===== config.mk =====
export PLATFORM = sky130hd
export DESIGN_NAME = cpu_sequencer
export DESIGN_NICKNAME = d
export VERILOG_FILES = /design/src/rtl/seq_pkg.sv /design/src/rtl/seq_wait_timer.sv /design/src/rtl/cpu_sequencer.sv
export SDC_FILE = /design/constraint.sdc
export NUM_CORES = 1
export LEC_CHECK = 0
export CORE_MARGIN = 3
export CORE_UTILIZATION = 43
export DETAILED_ROUTE_END_ITERATION = 10
export GPL_TIMING_DRIVEN = 0
export PLACE_DENSITY_LB_ADDON = 0.25
export SLEW_MARGIN = 10
export SYNTH_ARGS = -nofsm -noshare
export SYNTH_HDL_FRONTEND = slang
export SYNTH_HIERARCHICAL = 1
export SYNTH_SLANG_ARGS = --single-unit

===== constraint.sdc =====
create_clock -name clk -period 2.4 [get_ports clk]
set_input_delay 0.48 -clock clk [delete_from_list [all_inputs] [get_ports clk]]
set_output_delay 0.48 -clock clk [all_outputs]
set_load 0.02 [all_outputs]

===== src/rtl/seq_pkg.sv =====
// Shared definitions for the CPU sequencer: FSM state encoding, opcode
// classes and the default memory wait limit.
package seq_pkg;

   typedef enum logic [2:0] {
      S_IDLE   = 3'd0,
      S_FETCH  = 3'd1,
      S_DECODE = 3'd2,
      S_EXEC   = 3'd3,
      S_MEM    = 3'd4,
      S_WB     = 3'd5,
      S_JUMP   = 3'd6,
      S_FAULT  = 3'd7
   } state_t;

   localparam logic [2:0] OP_RTYPE = 3'b000;
   localparam logic [2:0] OP_IALU  = 3'b001;
   localparam logic [2:0] OP_LW    = 3'b010;
   localparam logic [2:0] OP_SW    = 3'b011;
   localparam logic [2:0] OP_BEQ   = 3'b100;
   localparam logic [2:0] OP_JR    = 3'b101;
   localparam logic [2:0] OP_J     = 3'b110;
   localparam logic [2:0] OP_JAL   = 3'b111;

   localparam int MEM_WAIT_MAX_DEF = 15;

   // Jump-class instructions skip EXEC and go straight to the JUMP state.
   function automatic logic isJumpOp(input logic [2:0] op);
      return (op == OP_JR) || (op == OP_J) || (op == OP_JAL);
   endfunction

endpackage


===== src/rtl/seq_wait_timer.sv =====
// Counts consecutive memory request cycles without mem_ready and flags a
// timeout in the cycle the count would exceed MEM_WAIT_MAX.
module seq_wait_timer
   import seq_pkg::*;
#(
   parameter int MEM_WAIT_MAX = MEM_WAIT_MAX_DEF
) (
   input  logic clk,
   input  logic reset,
   input  logic i_req,
   input  logic i_ready,
   output logic o_timeout
);

   localparam int CW = (MEM_WAIT_MAX < 1) ? 1 : $clog2(MEM_WAIT_MAX + 1);
   localparam logic [CW-1:0] LIMIT = CW'(MEM_WAIT_MAX);

   logic [CW-1:0] r_count;
   logic          w_waiting;

   assign w_waiting = i_req & ~i_ready;

   // Any cycle that is not an unanswered request restarts the count.
   always_ff @(posedge clk) begin
      if (reset) begin
         r_count <= '0;
      end else if (!w_waiting) begin
         r_count <= '0;
      end else if (r_count != LIMIT) begin
         r_count <= r_count + 1'b1;
      end
   end

   assign o_timeout = w_waiting & (r_count == LIMIT);

endmodule


===== src/rtl/cpu_sequencer.sv =====
// Multi-cycle CPU control sequencer (fetch/decode/execute/memory/writeback).
// Define SEQ_RETIRE_CNT_EN to add the saturating retired-instruction counter.
module cpu_sequencer
   import seq_pkg::*;
#(
   parameter int MEM_WAIT_MAX = MEM_WAIT_MAX_DEF
) (
   input  logic        clk,
   input  logic        reset,
   input  logic        start,
   input  logic        step_mode,
   input  logic        halt_req,
   input  logic [2:0]  opcode,
   input  logic        alu_zero,
   input  logic        mem_ready,
   output logic        mem_req,
   output logic        mem_we,
   output logic        ir_load,
   output logic        pc_inc,
   output logic        pc_branch,
   output logic        pc_jump,
   output logic        alu_en,
   output logic        reg_write,
   output logic        ra_sel,
   output logic        busy,
   output logic        fault,
   output logic [2:0]  state
`ifdef SEQ_RETIRE_CNT_EN
   ,
   output logic [15:0] retired
`endif
);

   state_t     r_state;
   state_t     w_next;
   logic [2:0] r_opcode;
   logic       r_halt;
   logic       w_retire;
   logic       w_stop;
   logic       w_memReq;
   logic       w_timeout;

   assign w_memReq = (r_state == S_FETCH) || (r_state == S_MEM);
   assign w_stop   = step_mode | r_halt | halt_req;

   seq_wait_timer #(.MEM_WAIT_MAX(MEM_WAIT_MAX)) u_waitTimer (
      .clk       (clk),
      .reset     (reset),
      .i_req     (w_memReq),
      .i_ready   (mem_ready),
      .o_timeout (w_timeout)
   );

   // The opcode is captured in DECODE so later strobes depend only on registered state.
   always_ff @(posedge clk) begin
      if (reset) begin
         r_state  <= S_IDLE;
         r_opcode <= '0;
         r_halt   <= 1'b0;
      end else begin
         r_state <= w_next;
         if (r_state == S_DECODE) begin
            r_opcode <= opcode;
         end
         if (w_next == S_IDLE) begin
            r_halt <= 1'b0;
         end else if (busy && halt_req) begin
            r_halt <= 1'b1;
         end
      end
   end

   always_comb begin
      w_next    = r_state;
      w_retire  = 1'b0;
      mem_we    = 1'b0;
      ir_load   = 1'b0;
      pc_inc    = 1'b0;
      pc_branch = 1'b0;
      pc_jump   = 1'b0;
      alu_en    = 1'b0;
      reg_write = 1'b0;
      ra_sel    = 1'b0;
      case (r_state)
         S_IDLE: begin
            if (start) w_next = S_FETCH;
         end
         S_FETCH: begin
            if (mem_ready) begin
               ir_load = 1'b1;
               pc_inc  = 1'b1;
               w_next  = S_DECODE;
            end else if (w_timeout) begin
               w_next = S_FAULT;
            end
         end
         S_DECODE: begin
            w_next = isJumpOp(opcode) ? S_JUMP : S_EXEC;
         end
         S_EXEC: begin
            alu_en = 1'b1;
            case (r_opcode)
               OP_RTYPE, OP_IALU: w_next = S_WB;
               OP_LW, OP_SW:      w_next = S_MEM;
               default: begin
                  pc_branch = (r_opcode == OP_BEQ) & alu_zero;
                  w_retire  = 1'b1;
               end
            endcase
         end
         S_MEM: begin
            mem_we = (r_opcode == OP_SW);
            if (mem_ready) begin
               if (r_opcode == OP_SW) w_retire = 1'b1;
               else                   w_next   = S_WB;
            end else if (w_timeout) begin
               w_next = S_FAULT;
            end
         end
         S_WB: begin
            reg_write = 1'b1;
            w_retire  = 1'b1;
         end
         S_JUMP: begin
            pc_jump = 1'b1;
            if (r_opcode == OP_JAL) begin
               reg_write = 1'b1;
               ra_sel    = 1'b1;
            end
            w_retire = 1'b1;
         end
         S_FAULT: begin
            w_next = S_FAULT;
         end
         default: begin
            w_next = S_IDLE;
         end
      endcase
      if (w_retire) begin
         w_next = w_stop ? S_IDLE : S_FETCH;
      end
   end

   assign mem_req = w_memReq;
   assign busy    = (r_state != S_IDLE) && (r_state != S_FAULT);
   assign fault   = (r_state == S_FAULT);
   assign state   = r_state;

`ifdef SEQ_RETIRE_CNT_EN
   logic [15:0] r_retired;

   // Saturates so long runs never wrap back to a misleading small count.
   always_ff @(posedge clk) begin
      if (reset) begin
         r_retired <= '0;
      end else if (w_retire && (r_retired != 16'hFFFF)) begin
         r_retired <= r_retired + 16'd1;
      end
   end

   assign retired = r_retired;
`endif

endmodule

## After elaboration in Yosys (flattened, before gate mapping)

Cells that the tools add are included.

- Mux-type cells: 24
- Add/sub/neg operators: 1
- Eq/ne operators: 18
- Reduce and logical (&&, ||, !) cells: 15
- Bitwise gates (word level): 7

Operator list:

| operator | count |
|---|---|
| 3-bit equality test, second input constant | 9 |
| 3-bit 2-to-1 mux | 7 |
| 3-bit case mux with 6 select lines | 1 |
| 1-bit 2-to-1 mux | 13 |
| 3-bit by 2-bit equality test with 1-bit output, second input constant | 4 |
| 2-bit OR reduction | 5 |
| 3-bit zero test | 3 |
| 3-bit by 1-bit equality test with 1-bit output, second input constant | 2 |
| 3-bit case mux with 2 select lines | 1 |
| 4-bit by 1-bit adder with 4-bit output, second input constant | 1 |
| 4-bit equality test, second input constant | 1 |
| 4-bit != test, second input constant | 1 |
| 4-bit OR reduction | 1 |
| 1-bit bitwise AND | 3 |
| 1-bit logical OR | 3 |
| 3-bit != test, second input constant | 1 |
| 1-bit case mux with 3 select lines | 1 |
| 3-bit nonzero test | 1 |
| 1-bit logical AND | 2 |
| 1-bit NOT | 2 |
| 1-bit OR | 2 |
| 1-bit case mux with 2 select lines | 1 |

- Bits in registers: 11
- Bits of input ports: 10
- Word-level logic and storage cells: 69

## Longest topological paths before layout

Gate-level depths: netlist of run 1.

- Depth after elaboration: 10
- Depth in mapped cells: 9
- Mapped depth without buffers: 8

## Cells and area by module

Netlist of run 1, hierarchy kept.

By module, submodules not included:

| module | times used | cells an instance | area each (sq um) | seq. area each (sq um) |
|---|---|---|---|---|
| cpu_sequencer | 1 | 64 | 495.5 | 140.1 |
| seq_wait_timer | 1 | 20 | 182.7 | 80.1 |

## Least setup slack after synthesis of run 1

No wires, ideal clock.

- Path type: register to register
- Start: register r_state[0] (netlist: state[0])
- End: register r_halt
- Slack: 0.152 ns
- Setup time: 0.091 ns
- Required time: 2.309 ns
- Cell stages (with the launch flop): 10
- Buffers on the path: 1
- Arrival time: 2.157 ns
- Cells stage by stage: dfxtp_1 buf_4 or2b_1 a21oi_1 nor3b_1 nand2b_1 mux2i_1 a221o_1 nand2_1 a311oi_1

- Word-level cells in the longest chain between the ends: 10
- Elaborated cells between the ends (all ways): 27

RTL lines:

| element | line | text |
|---|---|---|
| from (decl) | cpu_sequencer.sv:34 | `state_t r_state;` |
| from (signal assigned) | cpu_sequencer.sv:61 | `r_state <= w_next;` |
| 3-bit by 1-bit equality test with 1-bit output / 3-bit equality test (equally long branches) | cpu_sequencer.sv:43 | `assign w_memReq = (r_state == S_FETCH) \|\| (r_state == S_MEM);` |
| 1-bit logical OR * | cpu_sequencer.sv:43 |  |
| net mem_req | cpu_sequencer.sv:16 | `output logic mem_req,` |
| 1-bit bitwise AND * | seq_wait_timer.sv:21 | `assign w_waiting = i_req & ~i_ready;` |
| 1-bit bitwise AND * | seq_wait_timer.sv:34 | `assign o_timeout = w_waiting & (r_count == LIMIT);` |
| net w_timeout | cpu_sequencer.sv:41 | `logic w_timeout;` |
| 3-bit 2-to-1 mux * | cpu_sequencer.sv:93, cpu_sequencer.sv:116 |  |
| 3-bit 2-to-1 mux (on tied branches) | cpu_sequencer.sv:113, cpu_sequencer.sv:89 |  |
| 3-bit case mux with 6 select lines * | cpu_sequencer.sv:84 | `case (r_state)` |
| 3-bit 2-to-1 mux * | cpu_sequencer.sv:139 | `if (w_retire) begin` |
| 3-bit zero test * | cpu_sequencer.sv:65 | `if (w_next == S_IDLE) begin` |
| 2-bit OR reduction (no source line) * | - |  |
| to (signal assigned) | cpu_sequencer.sv:59 | `r_halt <= 1'b0;` |
| to (signal assigned) | cpu_sequencer.sv:66 | `r_halt <= 1'b0;` |
| to (signal assigned) | cpu_sequencer.sv:68 | `r_halt <= 1'b1;` |
| to (decl) | cpu_sequencer.sv:37 | `logic r_halt;` |

The timed path passes the listed nets; every way through them passes the cells marked *.
A chain may end at the register's enable or synchronous reset.

## Final worst setup path of run 1

- Start: register r_state[1] (netlist: state[1])
- End: output port pc_branch

- Word-level cells in the longest chain between the ends: 2

RTL lines:

| element | line | text |
|---|---|---|
| 3-bit by 2-bit equality test with 1-bit output | cpu_sequencer.sv:84 |  |
| 1-bit 2-to-1 mux | cpu_sequencer.sv:84 |  |
| to (decl) | cpu_sequencer.sv:20 | `output logic pc_branch,` |

Every way passes these cells.

==> flow_summary.toml, run 1 <==
[global_routing]
overflow = 0
antenna_found_initial = 0
grt_max_degree = 11
first_global_vias = 625
grtUsageTotal_pct = 18.2
grt_pass1_wl_mm = 2.77

[placement]
dpl-instance-area_sq_um = 927
io_buffers = 23
dpl_worst_slack_ps = -65.7
dp_hpwl_mm = 1.29
place_congestion = 0.864

[yosys]
post-synth-top-count-cell = "nor2_1"
yosys_warnings = 6
synth-edff-count = 0
yosysUniqueCellTypes = 34
synth_area_leader_cell = "dfxtp_1"
ys_seq_area_share_pct = 32.5
postSynthAreaPerCell_sq_um = 8.07
synth_flop_cell = "dfxtp_1"
async_flop_share_pct = 0
synth_top_area_share_pct = 32.5
ys_seq_elements = 11
syn-cell-area_sq_um = 678
syn_inst = 84
ys_top_cells_by_count = "nor2_1 (17), dfxtp_1 (11), nor3_1 (6)"
mappedNetlistNets = 95
synthTopCellsByArea = "dfxtp_1 (32%), nor2_1 (9.4%), mux2i_1 (5.9%)"

[sta]
max_freq_ghz = 0.445
hold_viol = 0
rsz0062_at_grt = "false"
finalMaxSlewViolations = 0
tightest_slew_ps = 504
fin_ws_ps = 152
min_period_ps = 2250
slew_headroom_pct = 66.1
setup_viol = 0
clock_skew_ps = 0.672
finalCritPeriodShare_pct = 93.7

[critical_path]
arrival_ps = 1770
crit_buf_inv = 3
crit_fanout = 9
path_class = "flip-flop to primary output"
critical_path.top_delay_family = "buffers and inverters"
crit_path_max_incr_delay_ps = 600
critPathSlowestCell = "clkdlybuf4s50_1"
path_cells = "buf_6 > inv_6 > nor2_2 > and4_1 > clkdlybuf4s50_1"
critPathLaunchType = "flip-flop"
cp_data_required_time_ps = 1920
endpoint_kind = "primary output"

[clocking]
cts_tree = "done"
clk_pin_slew_ps = 60
clock_latency_ps = 260
post_cts_resized = 2
root_buffer = "clkbuf_4"
postCtsHoldBufs = 0
cts_num_sinks = 11
cts_max_path_buffers = 2
numCtsBuffers = 3
htree_levels = 1
cts_setup_buffers = 0

[routing]
wl_per_cell_um = 12.7
routed_wl_mm = 1.61
vias = 699
dr.pass1.iters = 4
antenna_left = 0
viasPerCell = 5.55
drc_errors = 0
drt_iter0_markers = 33

[die]
fp.coreArea_sq_um = 1380
die-area_sq_um = 2090
initial_core_util_pct = 49.0
die_x_um = 45.7
die_height_um = 45.7
rows = 13
ioPinCount = 24

[finish]
regArea_sq_um = 220
final_net_count = 123
diodes = 0
postLayoutCellArea_sq_um = 963
multi_input_area_sq_um = 412
layout-area-overhead-vs-synth_pct = 42.1
fill_cells = 120
layout-drive-gt1-share_pct = 11.7

[pwr]
p_per_area_nw_per_um2 = 547
p_leak_uw = 0.000433
finalPower_uw = 527
ir_worst_vdd_mv = 0.326

[job]
drv_cap = 0

[min_path]
hold_class = "flip-flop to flip-flop"

[status]
status = "finished clean"
[cell usage in the layout (no fill, tap or decap), drive strengths merged]
cell / count
dlymetal6s2s: 3
nand2: 3
o22ai: 1
dfxtp: 11
buf: 4
dlygate4sd2: 2
nand3b: 2
and4: 1
nand3: 4
nor3: 6
o21a: 1
o221ai: 1
xor2: 1
or2b: 1
nand4b: 1
a31o: 1
clkdlybuf4s50: 18
a21oi: 5
nand2b: 3
nor3b: 2
o41ai: 1
a311oi: 1
or3b: 1
a31oi: 2
a221o: 1
inv: 4
clkbuf: 4
nor2: 18
mux2i: 4
a222oi: 1
and3: 1
xnor2: 1
ha: 1
[layer usage]
layer,routed length (um),track usage (%),vias up
met4,14,10.2,0
met3,117,2.77,2
li1,-,-,359
met5,0,0,-
met1,667,23.3,313
met2,806,29.0,25
[area by class of cell]
cell class / count / share of cell area (%)
Multi-Input combinational cell: 65 / 42.7
Timing Repair Buffer: 23 / 24.4
Sequential cell: 11 / 22.9
Buffer: 4 / 3.25
Clock buffer: 4 / 2.73
Inverter: 4 / 2.08
Tap cell: 15 / 1.95
[sequential cells by signal, indices dropped and copies added (netlist names)]
register,flops
state,3
r_opcode,3
u_waitTimer/r_count,4
r_halt,1
[worst paths after layout]
path,from,cells past startpoint,slack [ps],end
worst max-delay path,state[1]$_SDFF_PP0_,5,150,pc_branch
worst min-delay path,u_waitTimer/r_count[3]$_SDFFE_PP0P_,2,540,u_waitTimer/r_count[2]$_SDFFE_PP0P_
worst max register to register,state[0]$_SDFF_PP0_,8,350,r_halt$_SDFFE_PP0P_
worst min register to register,u_waitTimer/r_count[3]$_SDFFE_PP0P_,2,540,u_waitTimer/r_count[2]$_SDFFE_PP0P_
[worst reg2reg max path, stage by stage, from the launching register on]
cell,delay (ps)
dfxtp_1,350
buf_4,190
or2b_1,240
a21oi_1,220
nor3b_2,240
nand2b_1,110
o221ai_1,190
nand3_1,140
a311oi_1,290
[stage by stage]
| stage | hold WS, ps | util, % | cells | TNS (ps) |
|---|---|---|---|---|
| floorplan | 487 | - | 84 | 0 |
| global placement | 497 | 67.1 | 122 | -49.0 |
| detailed placement | 520 | 67.1 | 122 | -65.7 |
| CTS | 533 | 68.8 | 126 | 0 |
| global route | 550 | 69.7 | 126 | 0 |
| finish | 537 | 69.7 | 126 | 0 |
[cell families (layout without fill, tap and decap cells)]
group	after synthesis	after routing	synth area share, %
xor gates and xnor gates	2	2	2.58
AOI/OAI and AO/OA	15	15	15.7
buffers and inverters	8	35	7.56
adders and majority gates	1	1	1.84
and+or+nand+nor	43	43	33.9
DFF	11	11	32.5
muxes	4	4	5.90
[power by group]
group | internal [uW] | switching, uW | leakage [uW] | total [uW]
Sequential | 195 | 13.9 | 0.0000893 | 209
Clock | 64.2 | 55.2 | 0.0000150 | 119
Combinational | 95.1 | 103 | 0.000329 | 198
Note: power is estimated with default switching activity, not from simulation.
==> run 2: changes to the inputs <==
ABC_AREA = 1   (was unset)
CORE_ASPECT_RATIO = 1.4   (was unset)
CORE_UTILIZATION = 45   (was 43)
GPL_ROUTABILITY_DRIVEN = 1   (was unset)
==> run 2 against run 1 <==
  * Worst setup slack worse by 18 ps
  * Area after synthesis up 21%
  * Sequential power up 17%
  * First-iteration DRC count down 30%
  * Sequential share of layout area down 3.0 points
  * Via count up 24%
  * Fmax down 0.81%
  * Total power up 87%
  * Worst hold slack worse by 20 ps
  * Final area up 15%
  * Utilization down 2.0 points
  * Die area up 14%
==> flow_summary.toml, run 2 <==
[clocking]
htree_levels = 1
cts_num_sinks = 11
postCtsHoldBufs = 0
post_cts_resized = 2
cts_setup_buffers = 0
clock_latency_ps = 260
clk_pin_slew_ps = 70
numCtsBuffers = 3
cts_tree = "done"
root_buffer = "clkbuf_4"
cts_max_path_buffers = 2

[min_path]
whs_path_depth = 2
hold_class = "flip-flop to flip-flop"
min_from = "u_waitTimer/r_count[1]$_SDFFE_PP0P_"

[yosys]
synth_top_family_by_area = "simple AND/OR/NAND/NOR gates"
synth_adder_area_share_pct = 1.52
synth_area_leader_cell = "dfxtp_1"
synth_flop_cell = "dfxtp_1"
yosysUniqueCellTypes = 21
synth_simple_gate_area_share_pct = 47.9
ys_seq_elements = 11
ys_seq_area_share_pct = 26.8
synth_xor_area_share_pct = 0
syn_inst = 134
synthTopCellsByArea = "dfxtp_1 (27%), nand2_1 (17%), nor2_1 (9.1%)"
syn-cell-area_sq_um = 821
post-synth-top-count-cell = "nand2_1"
postSynthAreaPerCell_sq_um = 6.13
synthMuxAreaShare_pct = 0
async_flop_share_pct = 0
synth_compound_area_share_pct = 7.93
ys_top_cells_by_count = "nand2_1 (38), nor2_1 (20), inv_1 (19)"
yosys_warnings = 6
synth_top_area_share_pct = 26.8
synth-edff-count = 0
mappedNetlistNets = 145

[critical_path]
path_depth = 4
crit_fanout = 10
r2r_start = "state[1]$_SDFF_PP0_"
endpoint_kind = "primary output"
critical_path.top_delay_family = "buffers and inverters"
startpoint = "state[2]$_SDFF_PP0_"
crit_path_max_incr_delay_ps = 670
critPathSlowestCell = "clkdlybuf4s50_1"
arrival_ps = 1790
reg2regPathDepth = 16
cp_data_required_time_ps = 1920
critPathLaunchType = "flip-flop"
path_cells = "buf_6 > nand3_2 > nor4_2 > clkdlybuf4s50_1"
crit_buf_inv = 2
path_class = "flip-flop to primary output"

[finish]
largest-register = "u_waitTimer/r_count"
layout_commonest_cell = "nand2_1"
finish.utilization_pct = 67.7
layout-drive-gt1-share_pct = 12.4
stdcell_count = 180
multi_input_area_sq_um = 477
largest_reg_flops = 4
final_cell_mix = "nand2_1 (38), clkdlybuf4s50_1 (21), nor2_1 (20)"
fill_cells = 151
final_net_count = 173
diodes = 0
regArea_sq_um = 220
layout-area-overhead-vs-synth_pct = 35.1

[global_routing]
grtUsageTotal_pct = 16.7
first_global_vias = 829
grt_pass1_wl_mm = 3.13
antenna_found_initial = 0
overflow = 0
grt_max_degree = 11

[sta]
hold_viol = 0
min_period_ps = 2270
slew_headroom_pct = 81.4
fin_ws_ps = 134
tightest_slew_ps = 277
clock_skew_ps = 1.37
setup_viol = 0
rsz0062_at_grt = "false"
max_freq_ghz = 0.441
finalMaxSlewViolations = 0
finalCritPeriodShare_pct = 94.4

[die]
rows = 17
die_height_um = 56.5
die-area_sq_um = 2380
die_x_um = 42.1
initial_core_util_pct = 50.1
fp.coreArea_sq_um = 1640
ioPinCount = 24

[placement]
dpl_worst_slack_ps = -108
place_congestion = 0.886
dp_hpwl_mm = 1.53
placedCellCount = 176
io_buffers = 23

[job]
drv_cap = 0

[routing]
drc_errors = 0
routed_wl_mm = 1.89
viasPerCell = 4.83
vias = 870
antenna_left = 0
dr.pass1.iters = 4
drt_iter0_markers = 23
wl_per_cell_um = 10.5

[pwr]
p_leak_uw = 0.000565
ir_worst_vdd_mv = 0.684
p_per_area_nw_per_um2 = 888

[status]
status = "finished clean"
-- run 2: cell types whose count changed after synthesis, moves of 3 or more --
cell,change
nand2_1,+35
nor2_1,+3
inv_2,+3
o21ai_0,+5
nand3_2,+3
mux2i_1,-4
nand3_1,+8
nor3_1,-6
inv_1,+16
-- run 2: final cells by class --
type	count	share of cell area (%)
plain buffers	4	3.72
clock buffers	4	2.37
inverters	23	8.01
multi-input cells	96	43.0
flip-flops and latches	11	19.9
well taps	19	2.14
repair buffers	23	20.9
-- run 2: worst min-delay path: stages (launching register included) --
cell and delay [ps]:
dfxtp_1 330, nor2_1 100, nor2_1 50
-- run 2: cells by family (layout without fill, tap and decap cells) --
logic type      Yosys count  in the layout
simple gates             82             82
buf+inv                  27             54
compound gates           13             13
flops                    11             11
fa+ha+maj                 1              1
-- run 2: through the flow --
stage | hold WS [ps] | power [uW] | TNS (ps) | area (sq um)
final | 518 | 984 | 0 | 1110
after global routing | 549 | 1060 | 0 | 1110
after CTS | 523 | 993 | 0 | 1110
after detailed placement | 514 | 868 | -125 | 1070
after global placement | 493 | 860 | -78.1 | 1070
after floorplan | 463 | 678 | 0 | 821
-- run 2: report_power, final --
group          switching [uW]  internal (uW)
Clock                    55.0           64.1
Combinational             365            256
Sequential               22.0            223
Total                     442            543
-- run 2: final timing paths --
kind | endpoint | slack, ps
worst max-delay path | ra_sel | 130
worst min-delay path | u_waitTimer/r_count[1]$_SDFFE_PP0P_ | 520
worst max register to register | r_halt$_SDFFE_PP0P_ | 640
worst min register to register | u_waitTimer/r_count[1]$_SDFFE_PP0P_ | 520
-- run 2: layer usage --
metal | track usage [%] | share of wire [%]
met5 | 0 | 0
met4 | 9.78 | 1.9
met3 | 3.53 | 3.4
met2 | 31.2 | 53
met1 | 16.4 | 41
